$ cat src/rtl/cmd_resp_uart.sv
// cmd_resp_uart: UART RX -> 16-bit command assembler, 1-byte response TX.
// Optional macro CMD_TIMEOUT_EN drops a stale high byte after TIMEOUT_CLKS.
module cmd_resp_uart #(
  parameter int unsigned CLKS_PER_BIT = 2604,
  parameter int unsigned TIMEOUT_CLKS = 500000
) (
  input  logic        clk,
  input  logic        RST_n,
  input  logic        RX,
  output logic        TX,
  output logic [15:0] cmd,
  output logic        cmd_rdy,
  input  logic        clr_cmd_rdy,
  input  logic        send_resp,
  input  logic        resp_pos,
  output logic        resp_busy,
  output logic        resp_sent
);

  localparam int CW = $clog2(CLKS_PER_BIT);
  localparam logic [CW-1:0] FULL = CW'(CLKS_PER_BIT - 1);
  localparam logic [CW-1:0] HALF = CW'(CLKS_PER_BIT / 2 - 1);

  if (CLKS_PER_BIT < 16 || TIMEOUT_CLKS < 1) begin : g_cfg_chk
    $error("cmd_resp_uart: bad parameters");
  end

  typedef enum logic [1:0] {R_IDLE, R_START, R_DATA, R_STOP} rx_st_e;
  typedef enum logic {A_HIGH, A_LOW} asm_st_e;
  typedef enum logic {T_IDLE, T_TXING} tx_st_e;

  // rx_s3_q keeps the previous synced level for start-edge detection
  logic          rx_s1_q, rx_s2_q, rx_s3_q;
  rx_st_e        rx_st_q, rx_st_d;
  logic [CW-1:0] rx_cnt_q, rx_cnt_d;
  logic [2:0]    rx_bit_q, rx_bit_d;
  logic [7:0]    rx_sh_q, rx_sh_d;
  logic          byte_vld;
  logic          start_det;

  asm_st_e       asm_q, asm_d;
  logic [7:0]    hi_q, hi_d;
  logic [15:0]   cmd_q, cmd_d;
  logic          rdy_q, rdy_d;

  tx_st_e        tx_st_q, tx_st_d;
  logic [CW-1:0] tx_cnt_q, tx_cnt_d;
  logic [3:0]    tx_bit_q, tx_bit_d;
  logic [8:0]    tx_sh_q, tx_sh_d;
  logic          tx_q, tx_d;
  logic          sent;

`ifdef CMD_TIMEOUT_EN
  localparam int TW = $clog2(TIMEOUT_CLKS + 1);
  logic [TW-1:0] to_q, to_d;
`endif

  assign start_det = !rx_s2_q && rx_s3_q;

  always_comb begin
    rx_st_d  = rx_st_q;
    rx_cnt_d = rx_cnt_q + CW'(1);
    rx_bit_d = rx_bit_q;
    rx_sh_d  = rx_sh_q;
    byte_vld = 1'b0;
    unique case (rx_st_q)
      R_IDLE: begin
        rx_cnt_d = '0;
        rx_bit_d = '0;
        if (start_det) rx_st_d = R_START;
      end
      R_START: if (rx_cnt_q == HALF) begin
        rx_cnt_d = '0;
        rx_st_d  = rx_s2_q ? R_IDLE : R_DATA;
      end
      R_DATA: if (rx_cnt_q == FULL) begin
        rx_cnt_d = '0;
        rx_sh_d  = {rx_s2_q, rx_sh_q[7:1]};
        rx_bit_d = rx_bit_q + 3'd1;
        if (rx_bit_q == 3'd7) rx_st_d = R_STOP;
      end
      R_STOP: if (rx_cnt_q == FULL) begin
        byte_vld = rx_s2_q;
        rx_st_d  = R_IDLE;
      end
      default: rx_st_d = R_IDLE;
    endcase
  end

  always_comb begin
    asm_d = asm_q;
    hi_d  = hi_q;
    cmd_d = cmd_q;
    rdy_d = rdy_q && !clr_cmd_rdy;
`ifdef CMD_TIMEOUT_EN
    to_d  = '0;
`endif
    if (byte_vld) begin
      unique case (asm_q)
        A_HIGH: begin
          hi_d  = rx_sh_q;
          rdy_d = 1'b0;
          asm_d = A_LOW;
        end
        A_LOW: begin
          cmd_d = {hi_q, rx_sh_q};
          rdy_d = 1'b1;
          asm_d = A_HIGH;
        end
        default: asm_d = A_HIGH;
      endcase
    end
`ifdef CMD_TIMEOUT_EN
    // counter holds once a start bit is in flight; an arriving start wins a tie
    if (asm_q == A_LOW) begin
      to_d = to_q;
      if (rx_st_q == R_IDLE && !start_det) begin
        to_d = to_q + TW'(1);
        if (to_q == TW'(TIMEOUT_CLKS - 1)) begin
          to_d  = '0;
          asm_d = A_HIGH;
        end
      end
    end
`endif
  end

  always_comb begin
    tx_st_d  = tx_st_q;
    tx_cnt_d = tx_cnt_q;
    tx_bit_d = tx_bit_q;
    tx_sh_d  = tx_sh_q;
    tx_d     = tx_q;
    sent     = 1'b0;
    unique case (tx_st_q)
      T_IDLE: begin
        tx_d = 1'b1;
        if (send_resp) begin
          tx_st_d  = T_TXING;
          tx_sh_d  = {1'b1, resp_pos ? 8'hA5 : 8'h5A};
          tx_d     = 1'b0;
          tx_cnt_d = '0;
          tx_bit_d = '0;
        end
      end
      T_TXING: begin
        tx_cnt_d = tx_cnt_q + CW'(1);
        if (tx_cnt_q == FULL) begin
          tx_cnt_d = '0;
          if (tx_bit_q == 4'd9) begin
            tx_st_d = T_IDLE;
            tx_d    = 1'b1;
            sent    = 1'b1;
          end else begin
            tx_d     = tx_sh_q[0];
            tx_sh_d  = {1'b1, tx_sh_q[8:1]};
            tx_bit_d = tx_bit_q + 4'd1;
          end
        end
      end
      default: tx_st_d = T_IDLE;
    endcase
  end

  always_ff @(posedge clk) begin
    if (!RST_n) begin
      rx_s1_q  <= 1'b1;
      rx_s2_q  <= 1'b1;
      rx_s3_q  <= 1'b1;
      rx_st_q  <= R_IDLE;
      rx_cnt_q <= '0;
      rx_bit_q <= '0;
      rx_sh_q  <= '0;
      asm_q    <= A_HIGH;
      hi_q     <= '0;
      cmd_q    <= '0;
      rdy_q    <= 1'b0;
      tx_st_q  <= T_IDLE;
      tx_cnt_q <= '0;
      tx_bit_q <= '0;
      tx_sh_q  <= '0;
      tx_q     <= 1'b1;
`ifdef CMD_TIMEOUT_EN
      to_q     <= '0;
`endif
    end else begin
      rx_s1_q  <= RX;
      rx_s2_q  <= rx_s1_q;
      rx_s3_q  <= rx_s2_q;
      rx_st_q  <= rx_st_d;
      rx_cnt_q <= rx_cnt_d;
      rx_bit_q <= rx_bit_d;
      rx_sh_q  <= rx_sh_d;
      asm_q    <= asm_d;
      hi_q     <= hi_d;
      cmd_q    <= cmd_d;
      rdy_q    <= rdy_d;
      tx_st_q  <= tx_st_d;
      tx_cnt_q <= tx_cnt_d;
      tx_bit_q <= tx_bit_d;
      tx_sh_q  <= tx_sh_d;
      tx_q     <= tx_d;
`ifdef CMD_TIMEOUT_EN
      to_q     <= to_d;
`endif
    end
  end

  assign TX        = tx_q;
  assign cmd       = cmd_q;
  assign cmd_rdy   = rdy_q;
  assign resp_busy = (tx_st_q == T_TXING);
  assign resp_sent = sent;

endmodule

$ cat config.mk
export PLATFORM = sky130hd
export DESIGN_NAME = cmd_resp_uart
export DESIGN_NICKNAME = d
export VERILOG_FILES = /design/src/rtl/cmd_resp_uart.sv
export SDC_FILE = /design/constraint.sdc
export NUM_CORES = 1
export LEC_CHECK = 0
export CORE_UTILIZATION = 40
export DETAILED_ROUTE_END_ITERATION = 6
export PLACE_DENSITY = 0.63
export SLEW_MARGIN = 15
export SYNTH_ARGS = -nofsm -noshare
export SYNTH_HDL_FRONTEND = slang
export SYNTH_SLANG_ARGS = --single-unit
$ cat constraint.sdc
create_clock -name clk -period 2.28 [get_ports clk]
set_input_delay 0.57 -clock clk [delete_from_list [all_inputs] [get_ports clk]]
set_output_delay 0.57 -clock clk [all_outputs]
set_load 0.05 [all_outputs]
Word level (Yosys, flattened, before mapping)

Index checks and enable logic that the tools add are counted.

Add/sub/neg operators: 4
Eq/ne operators: 16
Multiplexer cells: 40
Bitwise logic cells: 2
Reduce and logical (&&, ||, !) cells: 12

Operator list:

| operator                                                          | number |
|---|---|
| 12-bit two-way mux                                                | 4 |
| 12-bit case mux with 3 select lines                               | 1 |
| 9-bit two-way mux                                                 | 3 |
| 12-bit by 1-bit adder with 12-bit output, second input constant   | 2 |
| 12-bit == test, second input constant                             | 2 |
| 12-bit case mux with 2 select lines                               | 1 |
| 9-bit case mux with 2 select lines                                | 1 |
| 2-bit != test, second input constant                              | 7 |
| 12-bit by 11-bit == test with 1-bit output, second input constant | 1 |
| 1-bit two-way mux                                                 | 12 |
| 2-bit two-way mux                                                 | 6 |
| 4-bit two-way mux                                                 | 3 |
| 8-bit two-way mux                                                 | 1 |
| 1-bit case mux with 2 select lines                                | 4 |
| 2-bit case mux with 4 select lines                                | 1 |
| 4-bit case mux with 2 select lines                                | 1 |
| 2-bit AND reduction                                               | 4 |
| 3-bit case mux with 2 select lines                                | 1 |
| 5-bit AND reduction                                               | 1 |
| 4-bit by 1-bit adder with 4-bit output, second input constant     | 1 |
| 2-bit == test, second input constant                              | 2 |
| 4-bit == test, second input constant                              | 1 |
| 3-bit by 1-bit adder with 3-bit output, second input constant     | 1 |
| 3-bit == test, second input constant                              | 1 |
| 9 further kinds                                                   | 12 |

Bits in registers: 81
Input port bits: 6
Output and inout port bits: 20
Logic and storage cells: 90

Depth between registers and ports, before layout

Gate-level depths: netlist of run 1.

Depth in word-level cells: 4
Gate-level depth with buffers: 7
Mapped depth without buffers: 6

Worst setup path before layout of run 1

OpenSTA, ideal clock, no wires.

Path kind: flip-flop to output port
Start point: reg tx_cnt_q[7]
End point: out resp_sent
Arrival time: 1.766 ns
Data required time: 1.710 ns
Setup slack: -0.056 ns
Cell stages (with the launch flop): 5
Path buffers: 1
Path through: dfxtp_1 -> nor4b_1 -> nand3_1 -> clkbuf_1 -> nor2_1

Cells in the longest elaborated chain, start to end: 3

Ends and longest elaborated chain:

| element                | line | source |
|---|---|---|
| from (decl)            | 47   | `logic [CW-1:0] tx_cnt_q, tx_cnt_d;` |
| from (signal assigned) | 199  | `tx_cnt_q <= tx_cnt_d;` |
| 12-bit == test         | 148  | `if (tx_cnt_q == FULL) begin` |
| 1-bit two-way mux      | 148  |  |
| 1-bit two-way mux      | 135  | `unique case (tx_st_q)` |
| to (decl)              | 17   | `output logic resp_sent` |

Every way passes these cells.

Worst setup path after layout of run 1

Start point: reg tx_cnt_q[9]
End point: out resp_sent

The elaborated chain is that of the path after synthesis.

==> impl_metrics.py, run 1 <==
metrics = {
    "yosys": {
        "synth_seq_cells": 81,
        "synthDistinctLibCells": 49,
        "synth_edf_count": 0,
        "netlist.top_cell.by_area": "dfxtp_1",
        "share_of_async_settable_or_async_resettable_flops_after_synthesis_pct": 0,
        "synth.top_cells.by_area": "dfxtp_1 46%, nand2_1 9.6%, mux2i_1 7.1%, a21oi_1 3.3%, nor2_1 3.1%",
        "synth-warning-count": 0,
        "synth.yosys.seq_area_share_pct": 46.1,
        "syn-mean-instance-area_um2": 8.79,
        "synth_top_flop_cell": "dfxtp_1",
        "top_cell_types_by_occurrence_after_synthesis": "90 x nand2_1, 81 x dfxtp_1, 29 x nor2_1, 25 x mux2i_1, 23 x a21oi_1",
        "synthesis.instances": 400,
        "synth_largest_type_area_fraction_pct": 46.1,
        "mappedNetlistNets": 413,
        "synth.most_common_cell": "nand2_1",
        "synth_area_mm2": 0.00352,
    },
    "place": {
        "hpwl_um": 5120,
        "port_buffers": 25,
        "place_congestion": 0.823,
        "dp_slack_ps": 149,
    },
    "sta": {
        "finalHoldViolations": 0,
        "period_needed_ps": 2180,
        "worst_slew_pin_tran_ps": 527,
        "worst_clock_skew_ps": 12.1,
        "post-route-period-util_pct": 95.6,
        "setup-violations-final": 0,
        "grt_setup_unrepaired": "no",
        "max_freq_mhz": 459,
        "setup_ws_ps": 99.8,
        "slew_violations": 0,
        "setup_tns_ps": 0,
        "slew-limit-headroom_pct": 64.4,
    },
    "flow_run": {
        "max_cap_violations": 0,
    },
    "detailed_routing": {
        "drt_iter0_drc": 93,
        "drt-pass1-iter-count": 4,
        "postRouteAntennaNets": 0,
        "post_drt_via_cell_ratio": 5.36,
        "vias_after_detailed_routing": 2945,
        "detail_route.wirelength_um": 7290,
        "drcViolationCount": 0,
        "routedWlPerCell_um": 13.3,
    },
    "setup_path": {
        "criticalPathCategory": "flop to output pin",
        "critical-path-max-stage-delay_ps": 430,
        "cp_top_family": "simple AND/OR/NAND/NOR gates",
        "critical_path.startpoint_type": "flop",
        "cp_max_fo": 6,
        "cp_slowest_cell": "dfxtp_1",
        "type_of_element_capturing_the_critical_path": "output pin",
        "critical_path.n_buffers_inverters": 1,
        "crit_chain": "nor4b_2 > nand3_2 > nor2_4 > buf_12",
        "timing.critical_path.arrival_ps": 1610,
        "required_ps": 1710,
    },
    "grt": {
        "grt_first_pass_wirelength_um": 12400,
        "grt_pass1_vias": 2745,
        "sum_of_overflow_across_all_layers_after_global_routing": 0,
        "maximum_number_of_pins_on_one_net_before_global_route_repair": 32,
        "grt.total_usage_pct": 17.3,
        "number_of_antenna_violations_at_the_first_check_in_global_routing": 0,
    },
    "clock_network": {
        "cts_htree_levels": 3,
        "clock_network_latency_to_the_later_pin_of_the_worst_skew_pair_ps": 350,
        "holdBufCountCts": 0,
        "cts_num_sinks": 81,
        "buffers_from_clock_root_to_sink_at_most": 2,
        "cts_tree": "done",
        "path_clk_slew_ps": 80,
        "clockRootBuffer": "clkbuf_8",
        "cts_inserted_buffers": 9,
    },
    "power_and_ir_drop": {
        "vdd_drop_max_uv": 262,
        "power.density_cell_area_mw_per_mm2": 624,
        "cellLeakagePower_uw": 0.00149,
    },
    "hold_path": {
        "worstHoldPathType": "flop to flop",
    },
    "floorplanning": {
        "die_area_mm2": 0.00917,
        "design.core.area_mm2": 0.00834,
        "floorplan.io_pins": 26,
        "floorplan.die.height_um": 95.8,
        "placement_rows": 33,
        "die_x_um": 95.8,
        "initial_utilization_pct": 42.2,
    },
    "final_layout": {
        "insertedDiodeCount": 0,
        "design.final.nets": 452,
        "share_of_post_route_cells_with_drive_strength_above_1_pct": 11.3,
        "area.growth.synth_to_final_pct": 18.9,
        "fin_util_pct": 50.1,
    },
    "outcome": {
        "outcome": "complete, no violations",
    },
}
final timing paths:
kind	endpoint	startpoint	cells after the start	slack, ps
min reg2reg	rx_s2_q	rx_s1_q	1	420
max	resp_sent	tx_cnt_q[9]	4	100
min	rx_s2_q	rx_s1_q	1	420
max reg2reg	cmd[7]	rx_cnt_q[4]	5	210
logic make-up after synthesis:
logic type / after synthesis / share of synthesized area (%)
buffers and inverters: 28 / 4.16
adders and majority gates: 7 / 2.49
and+or+nand+nor: 189 / 27.0
AOI/OAI and AO/OA: 59 / 10.3
xor gates and xnor gates: 11 / 2.74
DFF: 81 / 46.1
muxes: 25 / 7.12
layer usage:
metal	wire length, um	up-vias	part of all wire [%]	track usage [%]
li1	-	1491	-	-
met5	0	-	0	0
met1	3530	1395	48	22.9
met2	3380	50	46	27.9
met4	102	0	1.4	7.46
met3	279	9	3.8	3.00
per-stage QoR:
stage | power [uW] | hold WS [ps] | area (um2) | cells
floorplan | 1570 | 386 | 3520 | 400
global placement | 1620 | 391 | 3970 | 532
detailed placement | 1620 | 408 | 3970 | 532
CTS | 2630 | 426 | 4170 | 549
global route | 2700 | 449 | 4180 | 549
finish | 2610 | 420 | 4180 | 549
power by group:
part           total [uW]  internal [uW]  leakage, uW  switching, uW
clock                1020            535    0.0000974            488
sequential           1450           1430     0.000656           17.9
combinational         135           53.8     0.000738           80.9
total                2610           2020      0.00149            587
state kept, by name, summed over array words and instances, names as in the netlist, 3 cells and up, named ones only:
register,cells
cmd,16
rx_cnt_q,12
tx_cnt_q,12
tx_sh_q,9
hi_q,8
rx_sh_q,8
tx_bit_q,4
rx_bit_q,3
area by class of cell:
type                    count  area, um2
flip-flops and latches     81       1620
fillers                   837       4160
inverters                   9       33.8
well taps                 105        131
clock buffers              13        149
multi-input cells         291       1770
clock inverters             3       40.0
repair buffers             47        435
worst reg2reg max path: stages (launching register included):
cell,delay [ps]
dfxtp_1,380
or4b_4,610
or4_1,600
buf_4,230
nand2_1,90
a21oi_1,60
layout by cell type (no fill, tap or decap), types with 2 or more instances in the layout:
master	Yosys	layout
clkinv_2	0	2
nand4_1	9	9
o31ai_1	3	3
and3_1	4	4
and2_1	2	2
nor3_1	4	4
xnor2_1	4	4
or4b_4	2	2
xor2_1	7	7
nor3b_1	3	3
nand4b_1	2	2
nor2_1	29	28
ha_1	7	7
nand2b_1	5	5
a21oi_1	23	23
buf_4	1	22
nor4_4	2	2
o22ai_1	3	3
o21ai_0	9	9
nand3_1	16	15
inv_1	8	8
nor4b_1	4	3
nand2_1	90	90
a31oi_1	5	5
clkbuf_1	11	3
mux2i_1	25	25
clkdlybuf4s50_1	0	23
o2111ai_1	4	4
or3_1	5	5
nor4bb_1	2	2
or4_1	4	4
buf_12	0	2
dfxtp_1	81	80
clkbuf_8	2	10
o211ai_1	5	5
repair_timing:
action,in CTS,in global routing
setup endpoints to repair,1,1
pin swaps,1,0
gates resized for setup,2,2
setup buffers,1,0
Power figures use the tool's default switching activity.
==> run 2: changes to the inputs <==
Settings changed: ABC_AREA set to 1, CTS_CLUSTER_SIZE set to 40, TNS_END_PERCENT set to 20.
==> run 2 against run 1 <==
- critical endpoint unchanged
- largest cell class unchanged
- cell area increased by 4.3%
- global-route usage fell by 1.1 points
- clock power is 19% higher
- critical path type unchanged
- worst hold slack better by 25 ps
==> impl_metrics.py, run 2 <==
metrics = {
    "yosys": {
        "synth.yosys.seq_area_share_pct": 43.4,
        "synth-warning-count": 0,
        "top_cell_types_by_occurrence_after_synthesis": "153 x nand2_1, 101 x nor2_1, 81 x dfxtp_1, 55 x inv_1, 40 x nand3_1",
        "synthesis.instances": 547,
        "syn-mean-instance-area_um2": 6.84,
        "synth.top_cells.by_area": "dfxtp_1 43%, nand2_1 15%, nor2_1 10%, inv_1 5.5%, nand3_1 5.4%",
        "synth.most_common_cell": "nand2_1",
        "synth_seq_cells": 81,
        "synth_largest_type_area_fraction_pct": 43.4,
        "share_of_async_settable_or_async_resettable_flops_after_synthesis_pct": 0,
        "synth_edf_count": 0,
        "netlist.top_cell.by_area": "dfxtp_1",
        "mappedNetlistNets": 560,
        "synth_area_mm2": 0.00374,
        "synthDistinctLibCells": 25,
        "synth_top_flop_cell": "dfxtp_1",
    },
    "floorplanning": {
        "initial_utilization_pct": 42.1,
        "floorplan.io_pins": 26,
        "design.core.area_mm2": 0.00889,
        "die_x_um": 98.7,
        "die_area_mm2": 0.00974,
        "floorplan.die.height_um": 98.7,
        "placement_rows": 34,
    },
    "place": {
        "place_congestion": 0.862,
        "port_buffers": 25,
        "hpwl_um": 4980,
    },
    "final_layout": {
        "share_of_post_route_cells_with_drive_strength_above_1_pct": 8.46,
        "area.growth.synth_to_final_pct": 16.6,
        "layout.cells.most_common": "nand2_1",
        "fin_util_pct": 49.0,
        "insertedDiodeCount": 0,
        "design.final.nets": 587,
        "final_cell_mix": "153 x nand2_1, 100 x nor2_1, 79 x dfxtp_1, 55 x inv_1, 39 x nand3_1",
        "largest_reg_flops": 16,
    },
    "sta": {
        "setup_tns_ps": 0,
        "slew_violations": 0,
        "slew-limit-headroom_pct": 61.1,
        "finalHoldViolations": 0,
        "worst_slew_pin_tran_ps": 581,
        "grt_setup_unrepaired": "no",
        "post-route-period-util_pct": 96.1,
        "max_freq_mhz": 457,
        "period_needed_ps": 2190,
        "setup-violations-final": 0,
        "worst_clock_skew_ps": 9.05,
    },
    "detailed_routing": {
        "routedWlPerCell_um": 10.7,
        "post_drt_via_cell_ratio": 4.73,
        "detail_route.wirelength_um": 7370,
        "postRouteAntennaNets": 0,
        "drt_iter0_drc": 146,
        "vias_after_detailed_routing": 3250,
        "drt-pass1-iter-count": 4,
        "drcViolationCount": 0,
    },
    "power_and_ir_drop": {
        "power.density_cell_area_mw_per_mm2": 654,
        "cellLeakagePower_uw": 0.00192,
        "power_uw": 2850,
        "vdd_drop_max_uv": 320,
    },
    "grt": {
        "maximum_number_of_pins_on_one_net_before_global_route_repair": 46,
        "grt_first_pass_wirelength_um": 13000,
        "grt.total_usage_pct": 16.3,
        "grt_pass1_vias": 2995,
        "number_of_antenna_violations_at_the_first_check_in_global_routing": 0,
        "sum_of_overflow_across_all_layers_after_global_routing": 0,
    },
    "setup_path": {
        "timing.critical_path.arrival_ps": 1620,
        "type_of_element_capturing_the_critical_path": "output pin",
        "critical_path.startpoint_type": "flop",
        "criticalPathCategory": "flop to output pin",
        "crit_chain": "ha_2 > nand2_1 > nor2_2 > nand3_2 > nor3_4 > buf_12",
        "critical-path-max-stage-delay_ps": 380,
        "cp_slowest_cell": "dfxtp_2",
        "cp_max_fo": 6,
        "required_ps": 1710,
    },
    "clock_network": {
        "buffers_from_clock_root_to_sink_at_most": 2,
        "clockRootBuffer": "clkbuf_8",
        "clock_network_latency_to_the_later_pin_of_the_worst_skew_pair_ps": 350,
        "cts_tree": "done",
        "cts_inserted_buffers": 9,
        "cts_htree_levels": 3,
        "path_clk_slew_ps": 90,
        "cts_num_sinks": 81,
    },
    "flow_run": {
        "max_cap_violations": 0,
    },
    "hold_path": {
        "worstHoldPathType": "flop to flop",
    },
    "outcome": {
        "outcome": "complete, no violations",
    },
}
==> run 2: changes by cell type after synthesis, sizes merged, moves of 6 or more <==
| cell | delta |
|---|---|
| buf | +6 |
| nor2 | +74 |
| mux2i | -25 |
| nand3 | +25 |
| inv | +50 |
| a21oi | +13 |
| nand2 | +65 |
| clkbuf | -6 |
==> run 2: final timing paths <==
path	start	end	slack, ps	cells past startpoint
worst max-delay path	tx_cnt_q[0]	resp_sent	90	6
worst min-delay path	rx_s1_q	rx_s2_q	450	1
worst max register to register	rx_cnt_q[0]	cmd[0]	460	8
worst min register to register	rx_s1_q	rx_s2_q	450	1
==> run 2: layout make-up <==
type                       instances  area [um2]
fill                             873        4530
inverter                          60         225
clock inverter                     7         106
timing repair buffer              35         345
sequential                        81        1620
multi-input combinational        387        1800
clock buffer                       9         124
tap                              108         135
==> run 2: per-stage QoR <==
step / cells / setup WS [ps] / area (um2) / hold WS (ps)
4_1_cts: 687 / 9.19 / 4360 / 445
2_1_floorplan: 547 / 116 / 3740 / 393
3_3_place_gp: 670 / 350 / 4100 / 394
3_5_place_dp: 670 / 307 / 4100 / 422
5_1_grt: 687 / 9.95 / 4360 / 472
6_report: 687 / 89.8 / 4360 / 446
==> run 2: cell families after synthesis <==
family,Yosys count,synth area share (%)
buf+inv,79,9.07
simple gates,316,35.3
xor+xnor,12,2.81
compound gates,52,7.09
flops,81,43.4
fa+ha+maj,7,2.34
==> run 2: routing by layer <==
metal / part of all wire (%) / track usage, %
met4: 0.45 / 4.59
met2: 48 / 29.0
met5: 0 / 0
met1: 49 / 19.7
met3: 2.9 / 3.69
==> run 2: timing repair <==
item                       4_1_cts  5_1_grt
setup endpoints to repair        1        1
gates cloned                     0        0
hold buffers                     0        0
pin swaps                        2        1
buffers inserted                 1        0
gates resized for setup          6        0
==> run 2: power by group <==
part           switching, uW  total (uW)  internal (uW)
sequential              21.5        1460           1440
clock                    570        1210            638
combinational            118         182           64.1
==> run 2: critical path, delay by kind of cell (launching register included) <==
kind / cells / cell delay, ps
and+or+nand+nor: 4 / 510
buffers and inverters: 1 / 170
adders and majority gates: 1 / 220
DFF: 1 / 380
==> run 3: changes to the inputs <==
Settings changed: PLACE_DENSITY 0.63 to not set.
==> run 3 against run 2 <==
- flip-flop and latch count is the same
- fmax grew 0.26%
- combinational power grew 2%
- critical endpoint unchanged
- largest cell class unchanged
- largest power group unchanged
- highest routed layer unchanged
==> impl_metrics.py, run 3 (synthesis gave the netlist of run 2 again) <==
metrics = {
    "outcome": {
        "outcome": "complete, no violations",
    },
    "clock_network": {
        "cts_htree_levels": 3,
        "holdBufCountCts": 0,
        "cts_inserted_buffers": 9,
        "cts_tree": "done",
        "clock_network_latency_to_the_later_pin_of_the_worst_skew_pair_ps": 350,
        "path_clk_slew_ps": 90,
        "buffers_from_clock_root_to_sink_at_most": 2,
        "cts_num_sinks": 81,
        "clockRootBuffer": "clkbuf_8",
    },
    "final_layout": {
        "share_of_post_route_cells_with_drive_strength_above_1_pct": 8.79,
        "area.growth.synth_to_final_pct": 17.1,
        "seq_area_mm2": 0.00163,
        "largest_reg_flops": 16,
        "instances_no_fill": 688,
        "insertedDiodeCount": 0,
        "layout.cells.most_common": "nand2_1",
        "filler_cell_count": 892,
        "multiInputGateArea_mm2": 0.00182,
        "final_cell_mix": "152 x nand2_1, 100 x nor2_1, 79 x dfxtp_1, 55 x inv_1, 39 x nand3_1",
        "design.final.nets": 588,
    },
    "detailed_routing": {
        "drt_iter0_drc": 99,
        "drcViolationCount": 0,
        "post_drt_via_cell_ratio": 4.69,
        "postRouteAntennaNets": 0,
        "vias_after_detailed_routing": 3225,
        "routedWlPerCell_um": 11.0,
        "drt-pass1-iter-count": 4,
        "detail_route.wirelength_um": 7540,
    },
    "setup_path": {
        "timing.critical_path.arrival_ps": 1610,
        "type_of_element_capturing_the_critical_path": "output pin",
        "cp_max_fo": 4,
        "critical_path.startpoint_type": "flop",
        "required_ps": 1710,
        "cp_top_family": "simple AND/OR/NAND/NOR gates",
        "criticalPathCategory": "flop to output pin",
        "worst_r2r_startpoint": "rx_cnt_q[0]",
        "crit_chain": "ha_4 > nand2_2 > nor2_4 > nand3_2 > nor3_4 > buf_12",
        "worstSetupStartpoint": "tx_cnt_q[1]",
        "critical_path.n_buffers_inverters": 1,
        "cp_slowest_cell": "dfxtp_4",
        "critical-path-max-stage-delay_ps": 380,
    },
    "place": {
        "port_buffers": 25,
        "place.detailed.instances": 671,
        "place_congestion": 0.905,
        "hpwl_um": 5140,
    },
    "power_and_ir_drop": {
        "vdd_drop_max_uv": 380,
        "power.sequential.fraction_pct": 50.9,
        "netSwitchingPower_uw": 724,
        "pwr-share-clk_pct": 42.6,
        "combinational_share_of_power_pct": 6.5,
        "internal_power_uw": 2150,
        "power_switching_share_pct": 25.2,
        "cellLeakagePower_uw": 0.00192,
        "power.density_cell_area_mw_per_mm2": 655,
    },
    "grt": {
        "grt.total_usage_pct": 16.7,
        "number_of_antenna_violations_at_the_first_check_in_global_routing": 0,
        "grt_pass1_vias": 2983,
        "sum_of_overflow_across_all_layers_after_global_routing": 0,
        "maximum_number_of_pins_on_one_net_before_global_route_repair": 34,
        "grt_first_pass_wirelength_um": 13200,
    },
    "floorplanning": {
        "floorplan.die.height_um": 98.7,
        "die_x_um": 98.7,
        "die_area_mm2": 0.00974,
        "placement_rows": 34,
        "initial_utilization_pct": 42.1,
        "floorplan.io_pins": 26,
        "design.core.area_mm2": 0.00889,
    },
    "sta": {
        "worst_slew_pin_tran_ps": 555,
        "setup_tns_ps": 0,
        "grt_setup_unrepaired": "no",
        "period_needed_ps": 2180,
        "setup-violations-final": 0,
        "max_freq_mhz": 458,
        "worst_clock_skew_ps": 9.82,
        "finalHoldViolations": 0,
        "slew_violations": 0,
        "post-route-period-util_pct": 95.8,
        "slew-limit-headroom_pct": 62.9,
    },
    "flow_run": {
        "max_cap_violations": 0,
    },
    "hold_path": {
        "worstHoldPathType": "flop to flop",
        "worst_hold_startpoint": "rx_s1_q",
    },
}
run 3: power groups by stage:
stage,Combinational [uW],Sequential [uW],Clock (uW)
finish,186,1460,1220
CTS,184,1460,1260
floorplan,119,1500,0
global placement,180,1490,0
detailed placement,183,1490,0
global route,211,1460,1320
run 3: area by class of cell:
type	count	share of cell area, %
clock inverters	7	2.48
repair buffers	36	7.77
well taps	108	3.08
clock buffers	9	2.83
flip-flops and latches	81	37.2
multi-input cells	387	41.5
inverters	60	5.14
run 3: what timing repair did:
action / 4_1_cts / 5_1_grt
gates resized for setup: 2 / 9
pin swaps: 0 / 4
setup buffers: 0 / 1
endpoints found under the setup margin: 1 / 1
run 3: worst register-to-register path, stage by stage (launching register included):
cell and delay [ps]:
dfxtp_1 420, ha_1 260, nand2_1 80, nor2_2 180
nand3_4 140, nor2_8 150, nand2_4 210, nand2_1 140
nand2_1 50, nor2_1 90
run 3: final timing paths:
kind / end / slack [ps] / cells after the start
max: resp_sent / 100 / 6
min: rx_s2_q / 420 / 1
max reg2reg: cmd[14] / 500 / 9
min reg2reg: rx_s2_q / 420 / 1
run 3: per-stage QoR:
| stage | cell area [um2] | hold WS [ps] | util [%] | total power (uW) | setup slack, ps |
|---|---|---|---|---|---|
| final | 4380 | 420 | 49.3 | 2870 | 95.4 |
| after global routing | 4380 | 428 | 49.3 | 3000 | 7.15 |
| after CTS | 4340 | 426 | 48.8 | 2910 | 3.14 |
| after detailed placement | 4100 | 408 | 46.1 | 1680 | 311 |
| after global placement | 4100 | 399 | 46.1 | 1670 | 325 |
| after floorplan | 3740 | 393 | - | 1620 | 116 |
run 3: metal layers:
| layer | routed length [um] | up-vias | track usage (%) | share of wire [%] |
|---|---|---|---|---|
| li1 | - | 1745 | - | - |
| met1 | 3850 | 1427 | 21.5 | 51 |
| met2 | 3340 | 47 | 27.4 | 44 |
| met3 | 273 | 6 | 4.82 | 3.6 |
| met4 | 83 | 0 | 4.48 | 1.1 |
| met5 | 0 | - | 0 | 0 |
